**src/rtl/pipe_ctrl_if.sv**
```systemverilog
// Control/hazard unit bus: D-stage instruction and E-stage ALU flags in,
// stage selects plus stall/flush out.
interface pipe_ctrl_if;
  logic [31:0] instr_D;
  logic        alu_zero_E;
  logic        alu_lsb_E;
  logic [2:0]  imm_SEL;
  logic        rs1_SEL;
  logic        rs2_SEL;
  logic [3:0]  ALU_SEL;
  logic        mem_WE;
  logic [1:0]  pc_SEL;
  logic        reg_WE;
  logic [1:0]  reg_SEL;
  logic        stall_F, stall_D, stall_E, stall_M, stall_WB;
  logic        flush_D, flush_E, flush_M, flush_WB;
  logic        illegal_D;

  modport master (
    output instr_D, alu_zero_E, alu_lsb_E,
    input  imm_SEL, rs1_SEL, rs2_SEL, ALU_SEL, mem_WE, pc_SEL, reg_WE, reg_SEL,
    input  stall_F, stall_D, stall_E, stall_M, stall_WB,
    input  flush_D, flush_E, flush_M, flush_WB, illegal_D
  );

  modport slave (
    input  instr_D, alu_zero_E, alu_lsb_E,
    output imm_SEL, rs1_SEL, rs2_SEL, ALU_SEL, mem_WE, pc_SEL, reg_WE, reg_SEL,
    output stall_F, stall_D, stall_E, stall_M, stall_WB,
    output flush_D, flush_E, flush_M, flush_WB, illegal_D
  );
endinterface

```
**src/rtl/pipe_ctrl.sv**
```systemverilog
// Pipelined RV32I control and hazard unit: decodes in D, carries control
// words through E/M/WB, and raises stall/flush for RAW hazards and redirects.
module pipe_ctrl #(
  parameter int unsigned RF_AW          = 5,
  parameter bit          NOP_ON_ILLEGAL = 1'b1
) (
  input  logic       clk,
  input  logic       reset,
  pipe_ctrl_if.slave bus
);

  localparam logic [6:0] OPC_LUI    = 7'b0110111;
  localparam logic [6:0] OPC_AUIPC  = 7'b0010111;
  localparam logic [6:0] OPC_JAL    = 7'b1101111;
  localparam logic [6:0] OPC_JALR   = 7'b1100111;
  localparam logic [6:0] OPC_BRANCH = 7'b1100011;
  localparam logic [6:0] OPC_LOAD   = 7'b0000011;
  localparam logic [6:0] OPC_STORE  = 7'b0100011;
  localparam logic [6:0] OPC_OPIMM  = 7'b0010011;
  localparam logic [6:0] OPC_OP     = 7'b0110011;

  localparam logic [2:0] IMM_I = 3'd0;
  localparam logic [2:0] IMM_S = 3'd1;
  localparam logic [2:0] IMM_B = 3'd2;
  localparam logic [2:0] IMM_U = 3'd3;
  localparam logic [2:0] IMM_J = 3'd4;

  typedef struct packed {
    logic       reg_we;
    logic [1:0] reg_sel;
  } cw_wb_t;

  typedef struct packed {
    logic             mem_we;
    logic             jump;
    logic             jumpr;
    logic             branch;
    logic [RF_AW-1:0] rd;
    cw_wb_t           wb;
  } cw_m_t;

  typedef struct packed {
    logic       rs1_sel;
    logic       rs2_sel;
    logic [3:0] alu_sel;
    logic [2:0] funct3;
    cw_m_t      m;
  } cw_e_t;

  logic [6:0]       w_opc;
  logic [2:0]       w_f3;
  logic [RF_AW-1:0] w_rd, w_rs1, w_rs2;
  logic [2:0]       w_imm_sel;
  logic             w_use_rs1, w_use_rs2, w_illegal;
  cw_e_t            w_cw;
  logic             w_raw, w_xfer, w_taken_E;
  logic [1:0]       w_pc_sel;
  logic             w_unused;

  cw_e_t  r_cw_E;
  cw_m_t  r_cw_M;
  cw_wb_t r_cw_WB;
  logic   r_taken_M;

  assign w_opc    = bus.instr_D[6:0];
  assign w_f3     = bus.instr_D[14:12];
  assign w_rd     = bus.instr_D[7 +: RF_AW];
  assign w_rs1    = bus.instr_D[15 +: RF_AW];
  assign w_rs2    = bus.instr_D[20 +: RF_AW];
  assign w_unused = ^{bus.instr_D[31], bus.instr_D[29:25]};

  // D-stage decode into the E control word
  always_comb begin
    w_cw      = '0;
    w_imm_sel = IMM_I;
    w_use_rs1 = 1'b0;
    w_use_rs2 = 1'b0;
    w_illegal = 1'b0;
    case (w_opc)
      OPC_LUI: begin
        w_imm_sel = IMM_U; w_cw.m.wb = '{reg_we: 1'b1, reg_sel: 2'd2};
      end
      OPC_AUIPC: begin
        w_imm_sel = IMM_U; w_cw.rs1_sel = 1'b1; w_cw.rs2_sel = 1'b1;
        w_cw.m.wb = '{reg_we: 1'b1, reg_sel: 2'd1};
      end
      OPC_JAL: begin
        w_imm_sel = IMM_J; w_cw.m.jump = 1'b1;
        w_cw.m.wb = '{reg_we: 1'b1, reg_sel: 2'd3};
      end
      OPC_JALR: begin
        w_cw.rs2_sel = 1'b1; w_cw.m.jumpr = 1'b1; w_use_rs1 = 1'b1;
        w_cw.m.wb = '{reg_we: 1'b1, reg_sel: 2'd3};
      end
      OPC_BRANCH: begin
        w_imm_sel = IMM_B; w_cw.m.branch = 1'b1; w_cw.funct3 = w_f3;
        w_use_rs1 = 1'b1; w_use_rs2 = 1'b1;
        case (w_f3[2:1])
          2'b10:   w_cw.alu_sel = 4'b0010;
          2'b11:   w_cw.alu_sel = 4'b0011;
          default: w_cw.alu_sel = 4'b1000;
        endcase
      end
      OPC_LOAD: begin
        w_cw.rs2_sel = 1'b1; w_use_rs1 = 1'b1;
        w_cw.m.wb = '{reg_we: 1'b1, reg_sel: 2'd0};
      end
      OPC_STORE: begin
        w_imm_sel = IMM_S; w_cw.rs2_sel = 1'b1; w_cw.m.mem_we = 1'b1;
        w_use_rs1 = 1'b1; w_use_rs2 = 1'b1;
      end
      OPC_OPIMM: begin
        w_cw.rs2_sel = 1'b1; w_use_rs1 = 1'b1;
        w_cw.alu_sel = {bus.instr_D[30] & (w_f3 == 3'b101), w_f3};
        w_cw.m.wb = '{reg_we: 1'b1, reg_sel: 2'd1};
      end
      OPC_OP: begin
        w_cw.alu_sel = {bus.instr_D[30], w_f3};
        w_use_rs1 = 1'b1; w_use_rs2 = 1'b1;
        w_cw.m.wb = '{reg_we: 1'b1, reg_sel: 2'd1};
      end
      default: begin
        w_illegal = 1'b1;
        if (!NOP_ON_ILLEGAL) begin
          w_cw.rs2_sel = 1'b1; w_use_rs1 = 1'b1;
          w_cw.m.wb = '{reg_we: 1'b1, reg_sel: 2'd1};
        end
      end
    endcase
    w_cw.m.wb.reg_we = w_cw.m.wb.reg_we & (w_rd != '0);
    w_cw.m.rd        = w_cw.m.wb.reg_we ? w_rd : '0;
  end

  function automatic logic raw_hit(input cw_m_t cw, input logic [RF_AW-1:0] rs);
    return cw.wb.reg_we && (cw.rd == rs) && (rs != '0);
  endfunction

  assign w_raw = (w_use_rs1 && (raw_hit(r_cw_E.m, w_rs1) || raw_hit(r_cw_M, w_rs1))) ||
                 (w_use_rs2 && (raw_hit(r_cw_E.m, w_rs2) || raw_hit(r_cw_M, w_rs2)));

  // Branch condition from the ALU flags of the word currently in E
  always_comb begin
    w_taken_E = 1'b0;
    case (r_cw_E.funct3)
      3'b000:         w_taken_E = bus.alu_zero_E;
      3'b001:         w_taken_E = !bus.alu_zero_E;
      3'b100, 3'b110: w_taken_E = bus.alu_lsb_E;
      3'b101, 3'b111: w_taken_E = !bus.alu_lsb_E;
      default:        w_taken_E = 1'b0;
    endcase
    w_taken_E = w_taken_E & r_cw_E.m.branch;
  end

  assign w_pc_sel = (r_cw_M.jump || (r_cw_M.branch && r_taken_M)) ? 2'b11 :
                    r_cw_M.jumpr ? 2'b01 : 2'b00;
  assign w_xfer   = |w_pc_sel;

  // Stage registers; a redirect bubbles M too so it cannot fire twice
  always_ff @(posedge clk) begin
    if (reset) begin
      r_cw_E    <= '0;
      r_cw_M    <= '0;
      r_cw_WB   <= '0;
      r_taken_M <= 1'b0;
    end else begin
      r_cw_E    <= (w_xfer || w_raw) ? '0 : w_cw;
      r_cw_M    <= w_xfer ? '0 : r_cw_E.m;
      r_taken_M <= w_xfer ? 1'b0 : w_taken_E;
      r_cw_WB   <= r_cw_M.wb;
    end
  end

  assign bus.imm_SEL   = w_imm_sel;
  assign bus.rs1_SEL   = r_cw_E.rs1_sel;
  assign bus.rs2_SEL   = r_cw_E.rs2_sel;
  assign bus.ALU_SEL   = r_cw_E.alu_sel;
  assign bus.mem_WE    = r_cw_M.mem_we;
  assign bus.pc_SEL    = w_pc_sel;
  assign bus.reg_WE    = r_cw_WB.reg_we;
  assign bus.reg_SEL   = r_cw_WB.reg_sel;
  assign bus.stall_F   = w_raw & ~w_xfer;
  assign bus.stall_D   = w_raw & ~w_xfer;
  assign bus.stall_E   = 1'b0;
  assign bus.stall_M   = 1'b0;
  assign bus.stall_WB  = 1'b0;
  assign bus.flush_D   = w_xfer;
  assign bus.flush_E   = w_xfer | w_raw;
  assign bus.flush_M   = w_xfer;
  assign bus.flush_WB  = 1'b0;
  assign bus.illegal_D = w_illegal;

endmodule

```
**src/flat_wrapper.sv**
```systemverilog
// flat-port wrapper written by rule: the top's interface ports become plain ports
module pipe_ctrl_flat 
#(
  parameter int unsigned RF_AW          = 5,
  parameter bit          NOP_ON_ILLEGAL = 1'b1
)
  (clk, reset, bus_instr_D, bus_alu_zero_E, bus_alu_lsb_E, bus_imm_SEL, bus_rs1_SEL, bus_rs2_SEL, bus_ALU_SEL, bus_mem_WE, bus_pc_SEL, bus_reg_WE, bus_reg_SEL, bus_stall_F, bus_stall_D, bus_stall_E, bus_stall_M, bus_stall_WB, bus_flush_D, bus_flush_E, bus_flush_M, bus_flush_WB, bus_illegal_D);
  pipe_ctrl_if bus_i ();
  input  logic clk;
  input  logic reset;
  input wire logic [$bits(bus_i.instr_D)-1:0] bus_instr_D;
  input wire logic [$bits(bus_i.alu_zero_E)-1:0] bus_alu_zero_E;
  input wire logic [$bits(bus_i.alu_lsb_E)-1:0] bus_alu_lsb_E;
  output wire logic [$bits(bus_i.imm_SEL)-1:0] bus_imm_SEL;
  output wire logic [$bits(bus_i.rs1_SEL)-1:0] bus_rs1_SEL;
  output wire logic [$bits(bus_i.rs2_SEL)-1:0] bus_rs2_SEL;
  output wire logic [$bits(bus_i.ALU_SEL)-1:0] bus_ALU_SEL;
  output wire logic [$bits(bus_i.mem_WE)-1:0] bus_mem_WE;
  output wire logic [$bits(bus_i.pc_SEL)-1:0] bus_pc_SEL;
  output wire logic [$bits(bus_i.reg_WE)-1:0] bus_reg_WE;
  output wire logic [$bits(bus_i.reg_SEL)-1:0] bus_reg_SEL;
  output wire logic [$bits(bus_i.stall_F)-1:0] bus_stall_F;
  output wire logic [$bits(bus_i.stall_D)-1:0] bus_stall_D;
  output wire logic [$bits(bus_i.stall_E)-1:0] bus_stall_E;
  output wire logic [$bits(bus_i.stall_M)-1:0] bus_stall_M;
  output wire logic [$bits(bus_i.stall_WB)-1:0] bus_stall_WB;
  output wire logic [$bits(bus_i.flush_D)-1:0] bus_flush_D;
  output wire logic [$bits(bus_i.flush_E)-1:0] bus_flush_E;
  output wire logic [$bits(bus_i.flush_M)-1:0] bus_flush_M;
  output wire logic [$bits(bus_i.flush_WB)-1:0] bus_flush_WB;
  output wire logic [$bits(bus_i.illegal_D)-1:0] bus_illegal_D;
  assign bus_i.instr_D = bus_instr_D;
  assign bus_i.alu_zero_E = bus_alu_zero_E;
  assign bus_i.alu_lsb_E = bus_alu_lsb_E;
  assign bus_imm_SEL = bus_i.imm_SEL;
  assign bus_rs1_SEL = bus_i.rs1_SEL;
  assign bus_rs2_SEL = bus_i.rs2_SEL;
  assign bus_ALU_SEL = bus_i.ALU_SEL;
  assign bus_mem_WE = bus_i.mem_WE;
  assign bus_pc_SEL = bus_i.pc_SEL;
  assign bus_reg_WE = bus_i.reg_WE;
  assign bus_reg_SEL = bus_i.reg_SEL;
  assign bus_stall_F = bus_i.stall_F;
  assign bus_stall_D = bus_i.stall_D;
  assign bus_stall_E = bus_i.stall_E;
  assign bus_stall_M = bus_i.stall_M;
  assign bus_stall_WB = bus_i.stall_WB;
  assign bus_flush_D = bus_i.flush_D;
  assign bus_flush_E = bus_i.flush_E;
  assign bus_flush_M = bus_i.flush_M;
  assign bus_flush_WB = bus_i.flush_WB;
  assign bus_illegal_D = bus_i.illegal_D;
  pipe_ctrl #(.RF_AW(RF_AW), .NOP_ON_ILLEGAL(NOP_ON_ILLEGAL)) u_core (.clk(clk), .reset(reset), .bus(bus_i));
endmodule
```
**config.mk**
```make
export PLATFORM = sky130hd
export DESIGN_NAME = pipe_ctrl_flat
export DESIGN_NICKNAME = d
export VERILOG_FILES = /design/src/rtl/pipe_ctrl_if.sv /design/src/rtl/pipe_ctrl.sv /design/src/flat_wrapper.sv
export SDC_FILE = /design/constraint.sdc
export NUM_CORES = 1
export LEC_CHECK = 0
export BUFFER_PORTS_ARGS = -buffer_cell sky130_fd_sc_hd__buf_4
export CAP_MARGIN = 25
export CORE_ASPECT_RATIO = 1.2
export CORE_UTILIZATION = 53
export DETAILED_ROUTE_END_ITERATION = 8
export PLACE_DENSITY_LB_ADDON = 0.15
export SYNTH_ARGS = -nofsm -noshare
export SYNTH_HDL_FRONTEND = slang
export SYNTH_SLANG_ARGS = --single-unit
```
**constraint.sdc**
```tcl
create_clock -name clk -period 2.6 [get_ports clk]
set_input_delay 0.13 -clock clk [delete_from_list [all_inputs] [get_ports clk]]
set_output_delay 0.13 -clock clk [all_outputs]
set_load 0.05 [all_outputs]
```
* Yosys cells after proc, flatten, opt, wreduce, memory -nomap -nowiden
Index checks and enable logic that the tools add are counted.
Storage, ports and cells: register bits 37, input bits 36, output and inout bits 25, logic and storage cells 102
Operators by class: equality and inequality tests 21, multiplexer cells 16, bitwise operators 8, reduce and logical (&&, ||, !) cells 36
Operators with widths (number):
- $pmux W3 S4 | 2
- $eq A7 B6 Y1 const B | 3
- $eq A7 B7 Y1 const B | 3
- $eq A5 B5 Y1 | 4
- $eq A3 B3 Y1 const B | 5
- $reduce_bool A5 Y1 | 3
- $reduce_or A3 Y1 | 5
- $eq A7 B5 Y1 const B | 2
- $pmux W4 S3 | 1
- $reduce_or A2 Y1 | 6
- $logic_and A1 B1 Y1 | 11
- $mux W1 | 10
- $reduce_or A9 Y1 | 1
- $pmux W4 S2 | 1
- $eq A7 B2 Y1 const B | 1
- $reduce_or A6 Y1 | 1
- $logic_or A1 B1 Y1 | 5
- $reduce_or A5 Y1 | 1
- $and A1 B1 Y1 | 4
- $eq A2 B2 Y1 const B | 2
- $pmux W1 S4 | 1
- $eq A3 B1 Y1 const B | 1
- $logic_not A3 Y1 | 1
- $not A1 Y1 | 3
- other kinds (3) | 4

* Depth between registers and ports, before layout
Gate-level depths: netlist (run 1).
word-level depth 8, mapped depth 7, mapped depth without buffers 5

* Worst setup path after synthesis (run 1)
No wires, ideal clock.
kind input to output, from input port bus_instr_D[2], to output port bus_stall_F, arrival 2433 ps, required time 2470 ps, path slack 37 ps, stages 7, path buffers 3, path through buf_6 > or3_4 > a2111oi_0 > a32o_2 > buf_6 > nor2b_1 > buf_4
On the way: word-level cells in the longest chain between the ends 6, elaborated cells between the ends (all ways) 14, those cells by class eq/ne (6); mux (2); bitwise (1); reduce/logical (5)
RTL lines:
- start, declared | RTL line flat_wrapper.sv:11 | input wire logic [$bits(bus_i.instr_D)-1:0] bus_instr_D;
- $eq A7 B6 Y1 (tied with other cells) | RTL line pipe_ctrl.sv:79 | case (w_opc)
- $reduce_or A6 Y1 (no source line) / $reduce_or A3 Y1 (equally long branches)
- $mux W1 | RTL line pipe_ctrl.sv:79
- $logic_and A1 B1 Y1, on equally long branches | RTL line pipe_ctrl.sv:138, pipe_ctrl.sv:139
- $logic_or A1 B1 Y1 (*) | RTL line pipe_ctrl.sv:138 | assign w_raw = (w_use_rs1 && (raw_hit(r_cw_E.m, w_rs1) || raw_hit(r_cw_M, w_rs1))) ||
- $and A1 B1 Y1 (*)
- end, declared | RTL line flat_wrapper.sv:22 | output wire logic [$bits(bus_i.stall_F)-1:0] bus_stall_F;
Every way passes the cells marked *; elsewhere a longest branch is shown, timed or not.

* Worst setup path in the final report (run 1)
from input port bus_instr_D[5], to output port bus_flush_E
On the way: word-level cells in the longest chain between the ends 6, elaborated cells between the ends (all ways) 14, those cells by class eq/ne (6); mux (2); bitwise (1); reduce/logical (5)
RTL lines:
- $eq A7 B6 Y1 (tied with other cells) | RTL line pipe_ctrl.sv:79
- $reduce_or A6 Y1 (no source line) / $reduce_or A3 Y1 (equally long branches)
- $mux W1 | RTL line pipe_ctrl.sv:79
- $logic_and A1 B1 Y1, on equally long branches | RTL line pipe_ctrl.sv:138, pipe_ctrl.sv:139
- $logic_or A1 B1 Y1 (*) | RTL line pipe_ctrl.sv:138
- $or A1 B1 Y1 (*) | RTL line pipe_ctrl.sv:187 | assign bus.flush_E = w_xfer | w_raw;
- end, declared | RTL line flat_wrapper.sv:28 | output wire logic [$bits(bus_i.flush_E)-1:0] bus_flush_E;
Marks and branches as above.

==> key figures, run 1 <==
Routing
  • Final Routed Wirelength: about 3.5 mm
  • # DRC: 0
  • Avg WL per Cell: roughly 13 um
  • DRT antenna net count: 0
  • Initial DRT Pass Iterations: 7
  • Via count: about 1400
  • Vias per cell: about 5.2
  • 1st-iter DRT viols: 44

Floorplanning
  • Chip height: 64.4 um
  • Die Wd: 54.0 um
  • Die area: ~3500 um^2
  • Core area: just over 3000 um^2
  • Starting Density: 55.8%
  • Std-Cell Rows: 22
  • Ports: slightly above 60

Yosys
  • Syn avg cell area: between 9 and 10 um^2
  • Synthesized area: around 1700 um^2
  • Asr flop ratio synth: 0%
  • Post-synth EDFFs: 0
  • Yosys cell types: 37
  • Synthesized flop and latch total: 37
  • Synthesis warning total: 0
  • Post-synth top flop: dfxtp_1
  • Cells after Synth: about 190
  • Post-synthesis sequential area ratio: between 40% and 50%

Timing
  • Actual slew at the worst max-slew pin: between 500 and 600 ps
  • Count of pins over their slew limit: 0
  • Tcrit/Tclk final: between 80% and 90%
  • Fin. Hold Viols: 0
  • Final min period: 2100 ps
  • Setup violators final: 0
  • RSZ-0062 raised after global routing: false
  • Skew final: between 9 and 10 ps
  • Worst rel slew slack: around 64%
  • Maximum clock rate: ~0.48 GHz
  • Setup TNS: 0 ps

Clock network
  • Num CTS Buffers: 5
  • H-Tree Depth: 2
  • Cts repair resizes: 0
  • Clk root buf: clkbuf_4
  • Clock Latency Late Sink: 340 ps
  • Hold-fix buffers, CTS: 2
  • Clk slew on worst S/H paths: 100 ps
  • Setup bufs post-CTS: 0
  • Max clock buf depth: 2
  • CTS tree: built
  • CTS sink count: 37

Layout
  • Diodes inserted: 0
  • Synth-to-Final Area Change: 24.1%
  • # fillers: roughly 260
  • Commonest non-fill, non-tap cell in the layout: buf_4
  • Core Util, Final: around 69%
  • Layout Nets: ~270
  • Layout cells sized above 1: between 20 and 30%
  • Most frequent cells in the layout: buf_4 (52), dfxtp_1 (37), xnor2_1 (21)

Critical path
  • Worst Path Arrival: 1970 ps
  • Worst Setup Path Type: in2out
  • Crit path max fanout: 7
  • Required time worst endpoint: 2470 ps
  • Worst Setup Start Kind: input port
  • Crit end category: output port

Placement
  • Final HPWL DP: 2.66 mm
  • Buffers added on ports: 50
  • GP Congestion: around 0.85

Worst hold path
  • Worst Hold Class: in2reg

GRT
  • Vias in the first global route: about 1300
  • Largest net degree at the start of global routing: 25
  • Antenna violations before repair: 0
  • First-pass GRT wire length: just under 6 mm
  • Global route total overflow: 0
  • GRT Util Overall: a little under a quarter

Power
  • P_leak: approximately 0.91 nW
  • PwrDens: 490 nW/um^2
  • VDD IR max: between 400 and 500 uV

Flow run
  • MaxCap Viol Count: 0

Run status
  • Outcome: finished, final reports clean
where the power goes:
part | total [mW] | switching [mW] | internal, mW
Combinational | 0.136 | 0.0756 | 0.0607
Sequential | 0.572 | 0.00192 | 0.570
Clock | 0.339 | 0.182 | 0.157
per-stage QoR:
step | setup slack [ps] | area (um^2) | cells | power, mW | hold slack (ps)
floorplan | 37.3 | 1730 | 194 | 0.661 | 202
global placement | 715 | 2040 | 264 | 0.713 | 330
detailed placement | 702 | 2040 | 264 | 0.717 | 338
CTS | 489 | 2130 | 274 | 1.05 | 2.85
global route | 429 | 2140 | 275 | 1.10 | 6.82
finish | 496 | 2140 | 275 | 1.05 | 16.1
synthesized netlist by cell type (2+ instances only):
cell	instances	area, um^2
dfxtp_1	37	741
xnor2_1	21	184
nand2_1	18	67.6
nor3_1	17	85.1
and2_1	14	87.6
buf_4	11	82.6
nor2_1	11	41.3
nor2b_1	5	31.3
a21oi_1	4	20.0
clkbuf_1	4	15.0
nand4_1	4	25.0
o21ai_0	4	20.0
buf_6	3	33.8
inv_1	3	11.3
nand3_1	3	15.0
or3_1	3	18.8
or4_1	3	22.5
a211oi_1	2	15.0
a21o_1	2	15.0
and3_1	2	12.5
and3b_1	2	17.5
o22ai_1	2	12.5
or2_2	2	12.5
path summary, 6_finish.rpt:
| path | from | cells after the start | slack [ps] | end |
|---|---|---|---|---|
| worst max-delay path | bus_instr_D[5] | 7 | 500 | bus_flush_E |
| worst min-delay path | bus_instr_D[9] | 3 | 20 | u_core.r_cw_E[5] |
| worst max register to register | u_core.r_cw_M[8] | 6 | 980 | u_core.bus.rs2_SEL |
| worst min register to register | u_core.r_cw_E[1] | 1 | 440 | u_core.r_cw_M[1] |
sequential cells by signal, summed over array words and instances, names as in the netlist:
register	count
u_core.bus.ALU_SEL	4
u_core.bus.mem_WE	1
u_core.bus.reg_SEL	2
u_core.bus.reg_WE	1
u_core.bus.rs1_SEL	1
u_core.bus.rs2_SEL	1
u_core.r_cw_E	15
u_core.r_cw_M	11
u_core.r_taken_M	1
layout make-up:
type / instances / area, um^2 / share of cell area (%)
Timing Repair Buffer: 55 / 420 / 19.7
Tap cell: 36 / 45.0 / 2.11
Clock buffer: 7 / 65.1 / 3.04
Multi-Input combinational cell: 136 / 850 / 39.8
Clock inverter: 1 / 5.00 / 0.234
Inverter: 3 / 11.3 / 0.527
Sequential cell: 37 / 741 / 34.7
critical path: stages:
cell and delay, ps:
dlygate4sd3_1 540, buf_4 160, and3b_1 220, o22a_1 180, a32o_2 290, or2_2 270
buf_4 190
per-layer routing:
layer  up-vias  part of all wire [%]  GRT usage (%)
met1       662                    42           28.0
li1        729                     -              -
met4         0                  0.85           7.69
met5         -                     0              0
met2        48                    52           38.0
met3         4                   5.0           6.34
cell families after synthesis:
| family | count (synthesis) | share of synthesized area [%] |
|---|---|---|
| buffers and inverters | 21 | 8.28 |
| AOI/OAI and AO/OA | 21 | 8.58 |
| and+or+nand+nor | 89 | 28.7 |
| other | 1 | 0.218 |
| DFF | 37 | 43.0 |
| xor gates and xnor gates | 22 | 11.2 |
Note: power is estimated with default switching activity, not from simulation.
==> inputs of run 2 (changes only) <==
Settings changed: ABC_AREA set to 1, CORE_UTILIZATION 53 to 50.
Clock period 2.6 ns to 2.13 ns, I/O delays scaled along.
==> key figures, run 2 <==
Layout
  • Synth-to-Final Area Change: 25.6%
  • Final instance count without filler cells: approximately 390
  • Most frequent cells in the layout: nand2_1 (69), nor2_1 (65), inv_1 (53)
  • Final Cell Area: around 2400 um^2
  • Area used by multi-input combinational logic: between 800 and 900 um^2
  • Commonest non-fill, non-tap cell in the layout: nand2_1
  • # fillers: about 350
  • Layout Nets: about 380
  • Max FFs per register: 15
  • Diodes inserted: 0
  • Layout cells sized above 1: between 20% and 30%
  • Largest Register: u_core.r_cw_E
  • Reg area: 741 um^2

Critical path
  • Reg-to-reg endpoint: u_core.r_cw_E[11]
  • Cell repeated most along the worst path: nand2_1
  • R2r worst-path depth: 9
  • Worst Setup Path Type: reg2out
  • RR Startpoint: u_core.r_cw_E[6]
  • Worst Path Arrival: between 1500 and 2000 ps
  • CP cell instances: inv_1 > nand2_1 > nand2_1 > nor2_1 > nand3_1 > nand2_1 > nand2_2 > nand2_1 > inv_1 > nor2_2 > buf_4
  • Crit end category: output port
  • Worst Setup Start Kind: flop
  • Worst stage delay on the critical path: roughly 380 ps
  • Setup slack, reg-to-reg: 780 ps
  • Crit path max fanout: 5
  • Required time worst endpoint: between 2000 and 2500 ps
  • Crit path launch: u_core.r_cw_E[6]
  • CP Capture Point: bus_stall_F
  • Slowest stage cell, crit path: dfxtp_1

Floorplanning
  • Ports: between 60 and 70
  • Std-Cell Rows: 24
  • Chip height: 69.5 um
  • Die area: roughly 4100 um^2
  • Starting Density: 52.3%
  • Die Wd: roughly 60 um
  • Core area: approximately 3600 um^2

Clock network
  • H-Tree Depth: 2
  • Clk slew on worst S/H paths: around 70 ps
  • Clk root buf: clkbuf_8
  • Cts repair resizes: 0
  • Max clock buf depth: 2
  • Hold-fix buffers, CTS: 0
  • CTS sink count: 37
  • Num CTS Buffers: 5
  • Setup bufs post-CTS: 0
  • Clock Latency Late Sink: 280 ps
  • CTS tree: built

Power
  • P_leak: roughly 1.2 nW
  • P_sw: 346 uW
  • Switching part of the total: a little under a quarter
  • PwrDens: approximately 620 nW/um^2
  • VDD IR max: 331 uV
  • Reg power frac: around 47%
  • Power Total: 1.49 mW
  • Combinational share of power: a little under an eighth
  • Clock power frac: 41.7%
  • P_int: 1.14 mW

Yosys
  • Synthesis warning total: 0
  • Yosys cell types: 28
  • Cells after Synth: 291
  • Post-synth EDFFs: 0
  • Leading cell types by count after synthesis: nand2_1 (69), nor2_1 (66), inv_1 (53), dfxtp_1 (37)
  • Post-synth top flop: dfxtp_1
  • Synth area leader: dfxtp_1
  • Post-synth top area share: roughly two fifths
  • Synthesized flop and latch total: 37
  • Post-synthesis sequential area ratio: between 30% and 40%
  • Synthesized area: 1900 um^2
  • Syn avg cell area: between 6 and 7 um^2
  • Top-count cell post-synth: nand2_1
  • Asr flop ratio synth: 0%
  • Synth area leaders: dfxtp_1 (39%), nand2_1 (14%), nor2_1 (13%)

Routing
  • Vias per cell: 4.54
  • # DRC: 0
  • Initial DRT Pass Iterations: 4
  • Final Routed Wirelength: between 3 and 4 mm
  • 1st-iter DRT viols: just under 70
  • Via count: between 1500 and 2000
  • Avg WL per Cell: ~10 um
  • DRT antenna net count: 0

GRT
  • Global route total overflow: 0
  • Vias in the first global route: 1752
  • Largest net degree at the start of global routing: 14
  • Antenna violations before repair: 0
  • GRT Util Overall: between 20 and 25%
  • First-pass GRT wire length: 6.90 mm

Timing
  • Tcrit/Tclk final: 87.8%
  • Hold slack: roughly 15 ps
  • RSZ-0062 raised after global routing: false
  • Setup violators final: 0
  • Maximum clock rate: about 0.53 GHz
  • Fin. Hold Viols: 0
  • Count of pins over their slew limit: 0
  • Final min period: approximately 1900 ps
  • Setup TNS: 0 ps
  • Skew final: between 6 and 7 ps

Run status
  • Outcome: finished, final reports clean

Worst hold path
  • Worst Hold Class: in2reg
  • Hold depth: 2

Flow run
  • MaxCap Viol Count: 0

Placement
  • Buffers added on ports: 50
  • Placed cell area: ~2300 um^2
  • Dpl cells: ~380
  • Final HPWL DP: around 3.1 mm
  • GP Congestion: just under 0.9
run 2: changes by cell type in the layout (fill, tap and decap cells not counted), sizes merged, moves of 11 or more:
cell,change
nor2,+59
inv,+56
nand2,+54
xnor2,-21
and2,-14
nand3,+13
nor3,-11
run 2: cell type report:
cell class | instances | area share (%)
repair buffers | 50 | 15.7
multi-input cells | 186 | 36.2
well taps | 52 | 2.73
flip-flops and latches | 37 | 31.0
clock inverters | 2 | 1.57
inverters | 59 | 9.28
clock buffers | 6 | 3.46
run 2: worst max-delay path, delay by kind of cell (launching register included):
family | cells | cell delay (ps)
simple gates | 8 | 750
flops | 1 | 380
buf+inv | 3 | 360
run 2: how the worst min path moves through the flow:
stage | startpoint | to | slack [ps]
global placement | reset | u_core.bus.reg_WE | 310
detailed placement | reset | u_core.bus.reg_SEL[1] | 310
global route | reset | u_core.bus.reg_SEL[1] | 3
finish | reset | u_core.bus.reg_WE | 20
floorplan | reset | u_core.bus.reg_SEL[0] | 180
CTS | reset | u_core.bus.reg_SEL[1] | 6
run 2: metal layers:
layer  up-vias  track usage [%]  share of wire (%)
li1        951                -                  -
met1       770             25.0                 42
met2        50             37.7                 50
met3         9             4.29                4.8
met4         0             13.0                2.8
met5         -                0                  0
run 2: power groups by stage:
stage	combinational, mW	clock (mW)	sequential, mW
6_report	0.168	0.620	0.699
2_1_floorplan	0.100	0	0.716
5_1_grt	0.187	0.677	0.699
3_5_place_dp	0.168	0	0.715
3_3_place_gp	0.166	0	0.715
4_1_cts	0.169	0.638	0.698
run 2: cell families (layout without fill, tap and decap cells):
| family | count (synthesis) | count (layout) | synth area share (%) |
|---|---|---|---|
| and+or+nand+nor | 170 | 170 | 40.8 |
| buffers and inverters | 71 | 117 | 16.3 |
| DFF | 37 | 37 | 39.0 |
| AOI/OAI and AO/OA | 12 | 12 | 3.82 |
| other | 1 | 4 | 0.197 |
run 2: stage by stage:
stage | utilization, % | worst slack [ps]
floorplan | - | 260
global placement | 62.4 | 586
detailed placement | 62.4 | 604
CTS | 65.7 | 239
global route | 65.7 | 74.6
finish | 65.7 | 261
==> inputs of run 3 (changes only) <==
Settings changed: CORE_ASPECT_RATIO 1.2 to not set.
==> key figures, run 3 (synthesis gave the netlist of run 2 again) <==
Run status
  • Outcome: finished, final reports clean

Critical path
  • Reg-to-reg endpoint: u_core.r_cw_E[1]
  • RR Startpoint: u_core.r_cw_E[7]
  • Worst Setup Start Kind: flop
  • Crit path max fanout: 5
  • Crit path launch: u_core.r_cw_E[7]
  • Required time worst endpoint: 2020 ps
  • R2r worst-path depth: 9
  • Crit end category: output port
  • Setup slack, reg-to-reg: about 800 ps
  • CP Capture Point: bus_stall_F
  • Worst Path Arrival: between 1500 and 2000 ps
  • Worst Setup Path Type: reg2out

Power
  • PwrDens: ~660 nW/um^2
  • P_leak: 1.23 nW
  • VDD IR max: ~380 uV

Placement
  • GP Congestion: a little under 0.9
  • Placed cell area: approximately 2300 um^2
  • Buffers added on ports: 50
  • Final HPWL DP: 2.95 mm

Clock network
  • Cts repair resizes: 0
  • Clock Latency Late Sink: slightly below 300 ps
  • H-Tree Depth: 2
  • Clk slew on worst S/H paths: around 70 ps
  • Num CTS Buffers: 5
  • Hold-fix buffers, CTS: 0
  • CTS tree: built
  • Max clock buf depth: 2
  • CTS sink count: 37
  • Setup bufs post-CTS: 0
  • Clk root buf: clkbuf_8

Layout
  • Most frequent cells in the layout: nand2_1 (69), nor2_1 (65), inv_1 (53)
  • Max FFs per register: 15
  • Layout Nets: between 300 and 400
  • Diodes inserted: 0
  • Layout cells sized above 1: between 20% and 30%
  • Final Cell Area: roughly 2400 um^2
  • Synth-to-Final Area Change: 26.1%
  • Commonest non-fill, non-tap cell in the layout: nand2_1
  • Largest Register: u_core.r_cw_E

Timing
  • Final min period: between 1500 and 2000 ps
  • Setup TNS: 0 ps
  • Skew final: about 7.6 ps
  • Count of pins over their slew limit: 0
  • RSZ-0062 raised after global routing: false
  • Maximum clock rate: 0.531 GHz
  • Fin. Hold Viols: 0
  • Setup violators final: 0
  • Tcrit/Tclk final: 88.4%

Routing
  • Vias per cell: 4.44
  • 1st-iter DRT viols: 97
  • DRT antenna net count: 0
  • Avg WL per Cell: around 9.3 um
  • # DRC: 0
  • Final Routed Wirelength: approximately 3.6 mm
  • Initial DRT Pass Iterations: 4
  • Via count: roughly 1700

Floorplanning
  • Chip height: about 64 um
  • Die area: between 4000 and 5000 um^2
  • Starting Density: approximately half
  • Die Wd: between 60 and 70 um
  • Ports: 61
  • Core area: approximately 3700 um^2
  • Std-Cell Rows: 22

Flow run
  • MaxCap Viol Count: 0

GRT
  • Vias in the first global route: roughly 1500
  • Global route total overflow: 0
  • First-pass GRT wire length: 6.43 mm
  • GRT Util Overall: between 20% and 30%
  • Antenna violations before repair: 0
  • Largest net degree at the start of global routing: 14

Worst hold path
  • Worst Hold Class: in2reg
-- run 3: changes by cell type in the layout (fill, tap and decap cells not counted) --
cell        previous run  this run
clkbuf_8               6         5
clkinv_2               0         1
bufinv_16              1         2
clkinvlp_4             1         0
-- run 3: final cells by class --
type | instances | area [um^2]
fill | 337 | 1260
inverter | 59 | 221
multi-input combinational | 186 | 865
sequential | 37 | 741
clock inverter | 3 | 65.1
clock buffer | 5 | 68.8
timing repair buffer | 50 | 375
tap | 48 | 60.1
-- run 3: worst min-delay path by stage --
stage	start	cells after the start	endpoint
6_report	reset	2	u_core.bus.reg_SEL[0]
5_1_grt	reset	2	u_core.bus.reg_SEL[0]
4_1_cts	reset	2	u_core.bus.reg_SEL[0]
3_5_place_dp	reset	2	u_core.bus.reg_SEL[0]
3_3_place_gp	reset	2	u_core.bus.reg_SEL[0]
2_1_floorplan	reset	1	u_core.bus.reg_SEL[0]
-- run 3: metrics by stage --
stage / utilization, % / hold WS (ps) / setup WS, ps / std cells / power [mW]
floorplan: - / 178 / 260 / 294 / 0.816
global placement: 61.8 / 313 / 572 / 380 / 0.881
detailed placement: 61.8 / 316 / 563 / 380 / 0.882
CTS: 65.4 / 10.7 / 232 / 388 / 1.58
global route: 65.4 / 7.35 / 91.0 / 388 / 1.64
finish: 65.4 / 18.7 / 246 / 388 / 1.57
-- run 3: metal layers --
layer | track usage [%] | part of all wire, % | up-vias
li1 | - | - | 946
met2 | 33.0 | 45 | 41
met4 | 7.95 | 1.6 | 0
met5 | 0 | 0 | -
met1 | 26.4 | 49 | 728
met3 | 5.98 | 4.7 | 6
-- run 3: worst max-delay path, cell delays in order (launching register included) --
cell and delay (ps):
dfxtp_1 380, inv_1 90, nand2_1 60, nand2_1 40, nor2_1 140, nand3_1 90, nand2_1 80, nand2_2 120
nand2_1 120, inv_1 60, nor2_2 90, buf_4 200
-- run 3: power breakdown --
group,total [mW],switching (mW),internal (mW)
combinational,0.168,0.103,0.0650
sequential,0.699,0.00270,0.696
clock,0.704,0.239,0.465
